==> src/rtl/apb_pkg.sv <==
// Shared types and default widths for the APB initiator.
package apb_pkg;

   typedef enum logic [1:0] {
      IDLE,
      SETUP,
      ACCESS,
      RESP
   } apb_state_e;

   localparam int APB_AW = 32;
   localparam int APB_DW = 32;

endpackage

==> src/rtl/apb_wdog.sv <==
// ACCESS-phase watchdog: counts stalled cycles and flags the last permitted one.
module apb_wdog #(
   parameter int TIMEOUT = 16
) (
   input  logic clk,
   input  logic rst,
   input  logic clear,
   input  logic enable,
   output logic expire
);

   localparam int CW = (TIMEOUT > 0) ? $clog2(TIMEOUT + 1) : 1;
   localparam logic [CW-1:0] LIMIT = (TIMEOUT > 0) ? CW'(TIMEOUT - 1) : '0;

   logic [CW-1:0] count;

   // Saturating so a stalled counter can never wrap back into range.
   always_ff @(posedge clk or posedge rst) begin
      if (rst) begin
         count <= '0;
      end else if (clear) begin
         count <= '0;
      end else if (enable && (count != {CW{1'b1}})) begin
         count <= count + CW'(1);
      end
   end

   assign expire = (TIMEOUT != 0) && (count == LIMIT);

endmodule

==> src/rtl/apb_master_ctrl.sv <==
// APB initiator: one valid/ready command in, one APB transfer, one response out.
module apb_master_ctrl
   import apb_pkg::*;
#(
   parameter int AW      = APB_AW,
   parameter int DW      = APB_DW,
   parameter int TIMEOUT = 16
) (
   input  logic          clk,
   input  logic          rst,
   input  logic          cmd_valid,
   output logic          cmd_ready,
   input  logic          cmd_write,
   input  logic [AW-1:0] cmd_addr,
   input  logic [DW-1:0] cmd_wdata,
   output logic          rsp_valid,
   input  logic          rsp_ready,
   output logic [DW-1:0] rsp_rdata,
   output logic          rsp_timeout,
   output logic          psel,
   output logic          penable,
   output logic          pwrite,
   output logic [AW-1:0] paddr,
   output logic [DW-1:0] pwdata,
   input  logic [DW-1:0] prdata,
   input  logic          pready
);

   apb_state_e state;
   logic       wd_expire;

   assign cmd_ready = (state == IDLE);

   // Count restarts while in SETUP so ACCESS always begins at zero.
   apb_wdog #(
      .TIMEOUT(TIMEOUT)
   ) u_wdog (
      .clk   (clk),
      .rst   (rst),
      .clear (state == SETUP),
      .enable((state == ACCESS) && !pready),
      .expire(wd_expire)
   );

   always_ff @(posedge clk or posedge rst) begin
      if (rst) begin
         state       <= IDLE;
         psel        <= 1'b0;
         penable     <= 1'b0;
         pwrite      <= 1'b0;
         paddr       <= '0;
         pwdata      <= '0;
         rsp_valid   <= 1'b0;
         rsp_rdata   <= '0;
         rsp_timeout <= 1'b0;
      end else begin
         case (state)
            IDLE: begin
               if (cmd_valid) begin
                  pwrite  <= cmd_write;
                  paddr   <= cmd_addr;
                  pwdata  <= cmd_wdata;
                  psel    <= 1'b1;
                  penable <= 1'b0;
                  state   <= SETUP;
               end
            end
            SETUP: begin
               penable <= 1'b1;
               state   <= ACCESS;
            end
            ACCESS: begin
               // A ready slave on the limit cycle still completes normally.
               if (pready) begin
                  psel        <= 1'b0;
                  penable     <= 1'b0;
                  rsp_rdata   <= pwrite ? '0 : prdata;
                  rsp_timeout <= 1'b0;
                  rsp_valid   <= 1'b1;
                  state       <= RESP;
               end else if (wd_expire) begin
                  psel        <= 1'b0;
                  penable     <= 1'b0;
                  rsp_rdata   <= '0;
                  rsp_timeout <= 1'b1;
                  rsp_valid   <= 1'b1;
                  state       <= RESP;
               end
            end
            RESP: begin
               if (rsp_ready) begin
                  rsp_valid <= 1'b0;
                  state     <= IDLE;
               end
            end
            default: state <= IDLE;
         endcase
      end
   end

endmodule

==> config.mk <==
export PLATFORM = sky130hd
export DESIGN_NAME = apb_master_ctrl
export DESIGN_NICKNAME = d
export VERILOG_FILES = /design/src/rtl/apb_pkg.sv /design/src/rtl/apb_wdog.sv /design/src/rtl/apb_master_ctrl.sv
export SDC_FILE = /design/constraint.sdc
export NUM_CORES = 1
export LEC_CHECK = 0
export CAP_MARGIN = 20
export CORE_ASPECT_RATIO = 0.5
export CORE_UTILIZATION = 38
export CTS_BUF_LIST = sky130_fd_sc_hd__clkbuf_4 sky130_fd_sc_hd__clkbuf_8 sky130_fd_sc_hd__clkbuf_16
export DETAILED_ROUTE_END_ITERATION = 10
export PLACE_DENSITY = 0.78
export SLEW_MARGIN = 15
export SYNTH_ARGS = -nofsm -noshare
export SYNTH_HDL_FRONTEND = slang
export SYNTH_HIERARCHICAL = 1
export SYNTH_SLANG_ARGS = --single-unit
==> constraint.sdc <==
create_clock -name clk -period 3.6 [get_ports clk]
set_clock_uncertainty 0.1 [all_clocks]
set_input_delay 0.72 -clock clk [delete_from_list [all_inputs] [get_ports clk]]
set_output_delay 0.72 -clock clk [all_outputs]
set_load 0.005 [all_outputs]
==> results.md <==
- Status: complete, no violations
- DR iter-0 viols: between 60 and 70
- Clock transition at path regs: 0.08 ns
- RSZ-0062 raised after global routing: false
- Worst Setup End Kind: output pin
- Final Wtd Congestion: 0.735
- PostCTS Resize Cnt: 0
- FF/Latch Area: approximately 0.0027 mm²
- Register area share after synthesis: 59.0%
- Worst setup SP type: register
- Filler cells: 913
- Pwr dens: roughly 820 mW/mm²
- Multi-input gate area: 0.00171 mm²
- Drt drc: 0
- CTS tree: yes
- Multiplexer area fraction after synthesis: 21.3%
- Largest net degree at the start of global routing: 47
- Minimum clock period: 2.44 ns
- Routed WL: 10800 µm
- DP Area: 0.00675 mm²
- Rows: 27
- HP Class: register to register
- Synth Area in Adders: 2.46%
- Hold Path Stages: 2
- Worst r2r path cells: 6
- Final WS setup: 1.16 ns
- WS Path Type: register to output pin
- Final Hold Violating Endpoints: 0
- Core Region: 0.0114 mm²
- Placed cells: a little under 700
- Setup WS pre-CTS: between 0.9 and 1 ns
- Later-pin clock latency in the skew report: 0.34 ns
- Internal Power: 4.13 mW
- Longest Clk Path Bufs: 2
- Final Instance Area: around 0.0070 mm²
- Synth Area in Compound Gates: 4.67%
- Post-Syn Area: 0.00458 mm²
- Vias/cell: 4.51
- Tcrit/Tclk final: 67.7%
- Worst Setup SP: state[0]
- DRT antenna net count: 0
- Mapped Cells: 338
- Layout Nets: 651
- Post-Synth XOR/XNOR Area: less than 1%
- CP max FO: 5
- F_max: 410 MHz
- Num Clock Sinks: 108
- DRT Pass-1 Iters: 4
- Syn nets: 449
- Reg2Reg Setup Slack: 1.28 ns
- Max-Cap Viols: 0
- Clock root buffer: clkbuf_16
- GRT Total Usage: 17.6%
- Final core occ: 61.9%
- Sw frac: 28.5%
- RR Endpoint: rsp_timeout
- Synth Register Bits: 108
- Synth cell types: 31
- Height of the die: roughly 80 µm
- Setup violators final: 0
- Max IR drop VDD: 279 µV
- Cts bufs inserted: 9
- WHS: roughly 0.39 ns
- Sw Pwr: 1.65 mW
- Main combinational cell family by area after synthesis: multiplexers
- Buffers added on ports: 203
- Max transition margin: between 50% and 60%
- Simple-Gate Fraction of Synth Area: between 8 and 9%
- Reg power frac: between 30% and 40%
- Hold buffers post-CTS: 0
- Ports: 204
- Leak pwr: approximately 3.1 nW
- R2r startpoint: u_wdog/count[0]
- H-Tree Depth: 3
- Vias in the first global route: 3210
- Final non-filler cell total: 704
- Die area: 0.0125 mm²
- Synthesized area per cell: roughly 14 µm²
- Critical Path AT: 1.62 ns
- Ant diodes: 0
- Crit path to: cmd_ready
- Via count: 3178
- Area growth, synth to finish: 53.5%
- Dpl hpwl: 8190 µm
- Worst EP required: 2.78 ns
- Share of cells above drive strength 1: 17.4%
- Setup TNS: 0 ns
- Total power: 5.78 mW
- First-pass GRT wire length: 16800 µm
- Horiz. Die Dim: approximately 160 µm
- Initial antenna violation count: 0
- Yosys warns: 6
- Worst-margin pin slew: approximately 0.74 ns
- Routed length per placed instance: 15.4 µm
- Initial Util: roughly two fifths
- Clock power share: 16.1%
- Post-CTS setup buffers: 0
- Grt ovf: 0
- Comb power frac: 46.6%
- Slew Limit Fails: 0
## synthesized netlist by cell type, drive strengths merged
master  count  share of area [%]
dfrtp     108                 59
nand2      69                5.7
mux2       68                 21
o21ai      35                3.9
buf        16                3.4
ha          9                2.5
inv         6               0.49
nor2        5               0.41
nor2b       4               0.71
and2b       2               0.33
clkbuf      2               0.16
mux2i       2               0.44
nor3        2               0.33
a211oi      1               0.16
a22o        1               0.19
and3        1               0.14
nand3b      1               0.16
nand4       1               0.14
nor3b       1               0.27
o311ai      1               0.19
o32a        1               0.22
xnor2       1               0.19
xor2        1               0.19
## per-layer routing
metal / GRT usage, % / vias to the layer above / share of wire (%)
met3: 4.23 / 7 / 4.5
met5: 0 / - / 0
met1: 20.5 / 1573 / 41
met4: 4.47 / 0 / 0.89
met2: 32.6 / 66 / 54
li1: - / 1532 / -
## cell usage in the layout, fill, tap and decap left out, types with 2 or more instances in the layout
cell type | synthesis | final
and2b_1 | 2 | 2
buf_12 | 0 | 3
mux2_2 | 17 | 17
o21ai_0 | 4 | 4
clkdlybuf4s50_1 | 0 | 203
buf_4 | 3 | 3
ha_1 | 9 | 9
nor2_1 | 5 | 5
o21ai_1 | 30 | 30
mux2i_1 | 2 | 2
nor2b_1 | 3 | 3
inv_1 | 6 | 5
mux2_4 | 50 | 50
clkbuf_16 | 0 | 9
dfrtp_1 | 108 | 108
clkinvlp_4 | 0 | 3
nand2_1 | 69 | 68
## kinds of logic (layout without fill, tap and decap cells)
kind of cell,after synthesis,in the layout
flops,108,108
simple gates,86,86
xor+xnor,2,2
mux,70,70
compound gates,39,39
fa+ha+maj,9,9
buf+inv,24,231
## power groups by stage
stage | sequential, mW | combinational [mW] | clock (mW)
floorplan | 2.19 | 1.21 | 0
global route | 2.23 | 2.89 | 1.00
finish | 2.16 | 2.69 | 0.930
CTS | 2.17 | 2.74 | 0.960
global placement | 2.16 | 2.66 | 0
detailed placement | 2.18 | 2.73 | 0
## state kept, by name, indices dropped and copies added, names as in the netlist
signal and flops:
u_wdog/count 5, psel 1, rsp_rdata 32, paddr 32
rsp_valid 1, pwdata 32, state 2, penable 1
rsp_timeout 1, pwrite 1
## worst min path at each step
stage,from,to
after floorplan,rsp_timeout,rsp_timeout
after global placement,rsp_rdata[21],rsp_rdata[21]
after detailed placement,rsp_rdata[4],rsp_rdata[4]
after CTS,rsp_rdata[4],rsp_rdata[4]
after global routing,rsp_rdata[1],rsp_rdata[1]
final,rsp_rdata[4],rsp_rdata[4]
## worst max-delay path, stage by stage, from the launching register on
cell,delay (ns)
dfrtp_1,0.44
inv_1,0.14
ha_1,0.19
clkdlybuf4s50_1,0.51
## final cells by class
| cell class | count | share of cell area (%) |
|---|---|---|
| repair buffers | 209 | 30.1 |
| clock inverters | 5 | 0.516 |
| clock buffers | 11 | 3.51 |
| flip-flops and latches | 108 | 38.4 |
| multi-input cells | 206 | 24.3 |
| well taps | 159 | 2.83 |
| inverters | 6 | 0.356 |
Power figures use the tool's default switching activity.
